$ cat config.mk
export PLATFORM = sky130hd
export DESIGN_NAME = store_queue
export DESIGN_NICKNAME = d
export VERILOG_FILES = /design/src/rtl/store_queue.sv
export SDC_FILE = /design/constraint.sdc
export NUM_CORES = 2
export LEC_CHECK = 0
export ABC_CLOCK_PERIOD_IN_PS = 24100
export BUFFER_PORTS_ARGS = -buffer_cell sky130_fd_sc_hd__buf_4
export CAP_MARGIN = 20
export CORE_ASPECT_RATIO = 2
export CORE_MARGIN = 5
export CORE_UTILIZATION = 57
export CTS_CLUSTER_DIAMETER = 200
export DETAILED_ROUTE_END_ITERATION = 12
export PLACE_DENSITY = 0.75
export SLEW_MARGIN = 20
export SYNTH_ARGS = -nofsm -noshare
export SYNTH_HDL_FRONTEND = slang
export SYNTH_SLANG_ARGS = --single-unit
$ cat constraint.sdc
create_clock -name clk -period 24.1 [get_ports clk]
set_clock_uncertainty 0.05 [all_clocks]
set_input_delay 6.025 -clock clk [delete_from_list [all_inputs] [get_ports clk]]
set_output_delay 6.025 -clock clk [all_outputs]
set_load 0.1 [all_outputs]
$ cat src/rtl/store_queue.sv
// Speculative store queue: in-order enqueue, commit and flush of speculative
// entries, in-order drain of committed entries to the data cache, and
// byte-wise store-to-load forwarding.
module store_queue #(
    parameter int unsigned DEPTH  = 8,
    parameter int unsigned ADDR_W = 32
) (
    input  logic                     clk,
    input  logic                     reset,
    input  logic                     flush,

    input  logic                     st_valid,
    output logic                     st_ready,
    input  logic [ADDR_W-1:0]        st_addr,
    input  logic [3:0]               st_wstrb,
    input  logic [31:0]              st_wdata,

    input  logic                     commit_valid,
    output logic                     commit_ready,

    input  logic                     ld_valid,
    input  logic [ADDR_W-1:0]        ld_addr,
    output logic [3:0]               ld_hit_mask,
    output logic [31:0]              ld_data,

    output logic                     dcache_req,
    output logic                     dcache_wr,
    output logic [3:0]               dcache_wstrb,
    output logic [ADDR_W-1:0]        dcache_addr,
    output logic [31:0]              dcache_wdata,
    input  logic                     dcache_addr_ok,
    input  logic                     dcache_data_ok,

    output logic [$clog2(DEPTH):0]   count,
    output logic                     empty
);

    localparam int unsigned IW = $clog2(DEPTH);
    localparam int unsigned PW = IW + 1;

    typedef struct packed {
        logic [ADDR_W-1:0] addr;
        logic [3:0]        wstrb;
        logic [31:0]       wdata;
    } entry_t;

    typedef enum logic [1:0] {
        S_IDLE,
        S_ADDR,
        S_DATA
    } state_t;

    entry_t          mem [DEPTH];
    logic [PW-1:0]   head_q, cmt_q, tail_q;
    logic [PW-1:0]   head_d, cmt_d, tail_d;
    logic [PW-1:0]   count_c;
    state_t          state_q, state_d;
    logic            enq;
    logic            cmt_fire;
    logic            pop;
    entry_t          head_e;
    logic            unused_ld_lsb;

    assign unused_ld_lsb = ^ld_addr[1:0];

    // Occupancy and handshake status, all derived from registered pointers
    assign count_c      = tail_q - head_q;
    assign count        = count_c;
    assign empty        = (count_c == '0);
    assign st_ready     = (count_c < PW'(DEPTH));
    assign commit_ready = (cmt_q != tail_q);

    // Pointer next-state: a same-cycle commit is honoured before flush trims tail
    always_comb begin
        enq      = st_valid && st_ready && !flush;
        cmt_fire = commit_valid && commit_ready;
        cmt_d    = cmt_q + PW'(cmt_fire);
        tail_d   = flush ? cmt_d : (tail_q + PW'(enq));
        head_d   = head_q + PW'(pop);
    end

    // Drain FSM next-state and dcache control
    always_comb begin
        state_d    = state_q;
        pop        = 1'b0;
        dcache_req = 1'b0;
        dcache_wr  = 1'b0;
        case (state_q)
            S_IDLE: begin
                if (head_q != cmt_q) state_d = S_ADDR;
            end
            S_ADDR: begin
                dcache_req = 1'b1;
                dcache_wr  = 1'b1;
                if (dcache_addr_ok) state_d = S_DATA;
            end
            S_DATA: begin
                if (dcache_data_ok) begin
                    state_d = S_IDLE;
                    pop     = 1'b1;
                end
            end
            default: state_d = S_IDLE;
        endcase
    end

    // Pointer and FSM state registers
    always_ff @(posedge clk or posedge reset) begin
        if (reset) begin
            head_q  <= '0;
            cmt_q   <= '0;
            tail_q  <= '0;
            state_q <= S_IDLE;
        end else begin
            head_q  <= head_d;
            cmt_q   <= cmt_d;
            tail_q  <= tail_d;
            state_q <= state_d;
        end
    end

    // Entry storage; occupancy is tracked by the pointers so no reset is needed
    always_ff @(posedge clk) begin
        if (enq) begin
            mem[tail_q[IW-1:0]] <= entry_t'({st_addr, st_wstrb, st_wdata});
        end
    end

    // Head entry is presented only while the address phase is active
    assign head_e       = mem[head_q[IW-1:0]];
    assign dcache_addr  = dcache_req ? head_e.addr  : '0;
    assign dcache_wstrb = dcache_req ? head_e.wstrb : '0;
    assign dcache_wdata = dcache_req ? head_e.wdata : '0;

    // Forwarding: walk oldest to youngest so the youngest matching byte wins
    always_comb begin
        entry_t e;
        ld_hit_mask = '0;
        ld_data     = '0;
        e           = '0;
        if (ld_valid) begin
            for (int unsigned k = 0; k < DEPTH; k++) begin
                e = mem[IW'(head_q[IW-1:0] + IW'(k))];
                if ((PW'(k) < count_c) && (e.addr[ADDR_W-1:2] == ld_addr[ADDR_W-1:2])) begin
                    for (int unsigned b = 0; b < 4; b++) begin
                        if (e.wstrb[b]) begin
                            ld_hit_mask[b]   = 1'b1;
                            ld_data[8*b +: 8] = e.wdata[8*b +: 8];
                        end
                    end
                end
            end
        end
    end

endmodule

# Word-level counts from Yosys, hierarchy flattened
# Memories as Yosys holds them, arrays and structs flattened.
# Cells that the tools add are included.
[totals]
ff_bits = 14
ram_bits = 544
input_bits = 108
output_inout_bits = 113
memories = 1
[op_classes]
add_sub_neg = 11
magnitude_cmp = 9
eq_ne = 15
muxes = 97
n_reduce_logical = 15
[mem_list]
columns = ["name", "words", "word_bits", "read_ports", "rd_clocked_by_memory_dff", "write_ports", "line_no", "text"]
rows = [
  ["mem", 8, 68, 8, 0, 1, "53", "entry_t mem [DEPTH];"],
]
[op_table]
columns = ["operator", "count"]
rows = [
  ["32-bit 2-to-1 mux", 12],
  ["8-bit 2-to-1 mux", 32],
  ["30-bit == test", 8],
  ["4-bit 2-to-1 mux", 12],
  ["1-bit 2-to-1 mux", 37],
  ["3-bit by 4-bit < comparator with 1-bit output (first input constant)", 4],
  ["3-bit adder (second input constant)", 4],
  ["4-bit by 1-bit adder with 4-bit output", 3],
  ["1-bit logical AND", 11],
  ["1-bit by 4-bit < comparator with 1-bit output (first input constant)", 2],
  ["2-bit by 4-bit < comparator with 1-bit output (first input constant)", 2],
  ["4-bit != test", 2],
  ["3-bit by 2-bit adder with 3-bit output (second input constant)", 2],
  ["2-bit 2-to-1 mux", 3],
  ["2-bit != test (second input constant)", 3],
  ["2-bit one-hot mux with 3 select lines", 1],
  ["4-bit zero test", 1],
  ["4-bit < comparator (second input constant)", 1],
  ["4-bit subtractor", 1],
  ["3-bit by 1-bit adder with 3-bit output (second input constant)", 1],
  ["3-bit AND reduction", 1],
  ["2-bit by 1-bit == test with 1-bit output (second input constant)", 1],
  ["2-bit == test (second input constant)", 1],
  ["2-bit zero test", 1],
  ["1-bit zero test", 1],
]

# Longest topological paths before layout
[logic_depth]
ltp_word = 20
ltp_mapped = 30

# Worst setup path after synthesis
# Ideal clock, no wire load.
[synth_path]
path_type = "input to output"
from = "input port ld_addr[22]"
to = "output port ld_data[30]"
arrival_ps = 10648
path_slack_ps = 7377
path_stages = 12
path_buffers = 2
path_cell_list = "clkbuf_1 -> inv_1 -> a222oi_1 -> nand4b_1 -> o22ai_1 -> o2111ai_1 -> nand4b_2 -> or4_1 -> buf_2 -> a21oi_1 -> a311oi_1 -> o32ai_1"
[synth_between]
elab_chain_len = 19
word_cells_on_any_way = 33
classes_between = "eq/ne: 8; mux: 17; reduce/logical: 8"
[synth_lines]
columns = ["element", "line_no", "text"]
rows = [
  ["start: declaration", "22", "input logic [ADDR_W-1:0] ld_addr,"],
  ["30-bit == test", "144", "if ((PW'(k) < count_c) && (e.addr[ADDR_W-1:2] == ld_addr[ADDR_W-1:2])) begin"],
  ["1-bit logical AND", "144", ""],
  ["32-bit 2-to-1 mux", "144", ""],
  ["8-bit 2-to-1 mux", "146", "if (e.wstrb[b]) begin"],
  ["32-bit 2-to-1 mux", "144", ""],
  ["8-bit 2-to-1 mux", "146", ""],
  ["32-bit 2-to-1 mux", "144", ""],
  ["8-bit 2-to-1 mux", "146", ""],
  ["[3 not listed]", "--", ""],
  ["32-bit 2-to-1 mux", "144", ""],
  ["8-bit 2-to-1 mux", "146", ""],
  ["32-bit 2-to-1 mux", "144", ""],
  ["8-bit 2-to-1 mux", "146", ""],
  ["32-bit 2-to-1 mux", "144", ""],
  ["8-bit 2-to-1 mux", "146", ""],
  ["32-bit 2-to-1 mux (*)", "144", ""],
  ["32-bit 2-to-1 mux (*)", "141", "if (ld_valid) begin"],
  ["end: declaration", "24", "output logic [31:0] ld_data,"],
]
# Mark *: on every way between the ends. The rest lies on a longest branch, timed or not. The select of a mux whose other input is x is not followed.

# Worst setup path after layout
[layout_path]
from = "input port ld_addr[14]"
to = "output port ld_data[20]"
# The elaborated chain is that of the path after synthesis.

==> qor.txt <==
outcome = finished, final reports clean
Slew headroom = 15.5%
number of CTS-inserted buffers = 50
DR pass1 iterations = 8
Tcrit/Tclk final = 71.0%
Root Buffer = clkbuf_16
Yosys top cell by area = edfxtp_1
Antenna Nets Post-Route = 0
Post-Syn Area = 47100 µm²
maximum vdd ir drop = 0.186 mV
number of global-route vias before repair = 37000
Synth top cells by count = edfxtp_1, mux4_2, nand2_1
CP Cell Sequence = buf_4 -> clkinv_1 -> xnor2_1 -> a211oi_1 -> nor3_1 -> nor4_1 -> and3_1 -> and3_1 -> nor2_1 -> nand3_1 -> a41oi_1 -> buf_4
Placement Setup Slack = 7.31 ns
Initial Util = 57.3%
Seq/Total Area, Yosys = 35.4%
H-tree levels = 2
Die Width = 213 µm
crit path capture type = output port
Area Growth Syn to Fin = 7.54%
Least-Margin Pin Slew = 1.27 ns
GRT Overall Usage = 38.7%
total negative setup slack = 0 ns
FF+latch count, synth = 558
asr flop ratio synth = 2.51%
syn nets = 3932
die height = 417 µm
CTS tree = built
core area = 82200 µm²
Post-Route Utilization = 61.6%
unrepaired setup endpoints after global routing = false
Pwr Density = 165 nW/µm²
Hold Fails Final Rpt = 0
clock buffer depth = 3
R2R depth = 12
DRT Wirelength = 175 mm
DRC = 0
Synth Warn # = 0
syn avg cell area = 12.4 µm²
Post-Syn Instances = 3811
first-pass GRT wire length = 252 mm
Clk pin slew, worst setup/hold paths = 0.07 ns
RePlAce Congestion = 1.10
post-CTS resize count = 0
CP Class = input port to output port
Area contributors post-synth = edfxtp_1, mux4_2, mux2i_1
CP max-delay cell = nor2_1
Worst Path Required = 18.03 ns
Post-synth EDFFs = 544
largest net degree at the start of global routing = 157
Min Hold Slack = 0.459 ns
worst stage delay on the critical path = 0.96 ns
count leader, synth = edfxtp_1
post-synth cell types = 100
clk_lat worst skew = 0.66 ns
PortBufs = 218
Non-Filler Instances = 4921
# IOs = 221
Synth Flop Type = edfxtp_1
GRT Residual Overflow = 0
post-synth top area share = 34.7%
Vias = 38100
# setup viols final = 0
Nets = 3929
fin crit period = 17.11 ns
Hold Crit Class = flip-flop to flip-flop
post-CTS setup repair buffer count = 0
Static Leak = 0.0176 µW
CP max FO = 17
post-DP HPWL = 121 mm
filler instances = 6402
hold_buf cts = 0
maximum operating frequency = 58.5 MHz
Placed Cells = 4813
layout cells sized above 1 = 27.9%
Final WS setup = 6.99 ns
Hold Path Cell Cnt = 1
Vias/cell = 7.75
die area = 88800 µm²
clk sinks = 558
max-cap check violation count = 0
FP Rows = 149
initial antenna violation count = 13
critical path arrival = 11.03 ns
max-slew violations = 0
initial DRC count = 5763
drt wl/cell = 35.5 µm
Worst Setup Start Kind = input port
==> critical path: cells and delay by family <==
family | cells | cell delay (ns)
xor+xnor | 1 | 0.59
simple gates | 6 | 3.08
buf+inv | 3 | 0.83
compound gates | 2 | 0.46
==> per-stage QoR <==
step                cell area (µm²)  total power (µW)
floorplan                     47100              5810
global route                  50600              8620
finish                        50700              8340
detailed placement            48800              7310
CTS                           50600              8200
global placement              48800              7220
==> logic make-up after synthesis <==
| group | share of synthesized area (%) |
|---|---|
| adder cells (fa/ha/maj) | 0.361 |
| AO/OA/AOI/OAI | 9.24 |
| AND/OR/NAND/NOR | 10.9 |
| buffers and inverters | 4.98 |
| flip-flops | 35.4 |
| XOR/XNOR | 4.12 |
| multiplexers | 35.0 |
==> final cells by class <==
type                       count  area [µm²]  share of cell area (%)
multi-input combinational   2823       28200                    55.7
sequential                   558       16700                    33.0
timing repair buffer         306        2340                    4.62
tap                         1057        1320                    2.61
clock buffer                  55        1270                    2.51
clock inverter                38         497                   0.981
inverter                      69         263                   0.519
antenna                       15        37.5                  0.0741
==> flip-flops by register name (all words and copies together) (netlist names) <==
register,cells
cmt_q,4
head_q,4
mem,544
state_q,2
tail_q,4
==> cells in the final DEF (no fill, tap or decap), types with 62 or more instances in the layout <==
| cell | Yosys | final |
|---|---|---|
| nand3_1 | 135 | 135 |
| a22oi_1 | 65 | 65 |
| o21ai_0 | 88 | 88 |
| mux2_2 | 63 | 63 |
| nor3_1 | 80 | 74 |
| mux2i_1 | 356 | 355 |
| xnor2_1 | 177 | 175 |
| nor2_1 | 121 | 118 |
| a21oi_1 | 98 | 98 |
| inv_1 | 62 | 62 |
| nand2_1 | 428 | 428 |
| mux4_2 | 526 | 526 |
| buf_4 | 40 | 302 |
| edfxtp_1 | 544 | 544 |
==> final timing paths <==
check                       startpoint          end  slack, ns
setup / recovery           ld_addr[14]  ld_data[20]       6.99
hold / removal              state_q[1]   state_q[0]       0.46
setup reg to reg             head_q[0]   mem[6][21]      18.00
hold reg to reg             state_q[1]   state_q[0]       0.46
max in group asynchronous        reset    head_q[1]      18.16
min in group asynchronous        reset     cmt_q[3]       5.40
==> report_power, final <==
group | total (µW) | switching, µW | internal (µW)
clock network | 878 | 393 | 484
registers | 1280 | 130 | 1150
logic | 6180 | 3920 | 2270
total | 8340 | 4440 | 3900
==> layer usage <==
metal,global-route usage [%],wire length (µm),up-vias
li1,-,-,15400
met2,65.0,85900,2934
met3,7.15,18200,766
met5,0,45,-
met4,28.6,17900,6
met1,43.3,52800,19000
Note: power is estimated with default switching activity, not from simulation.
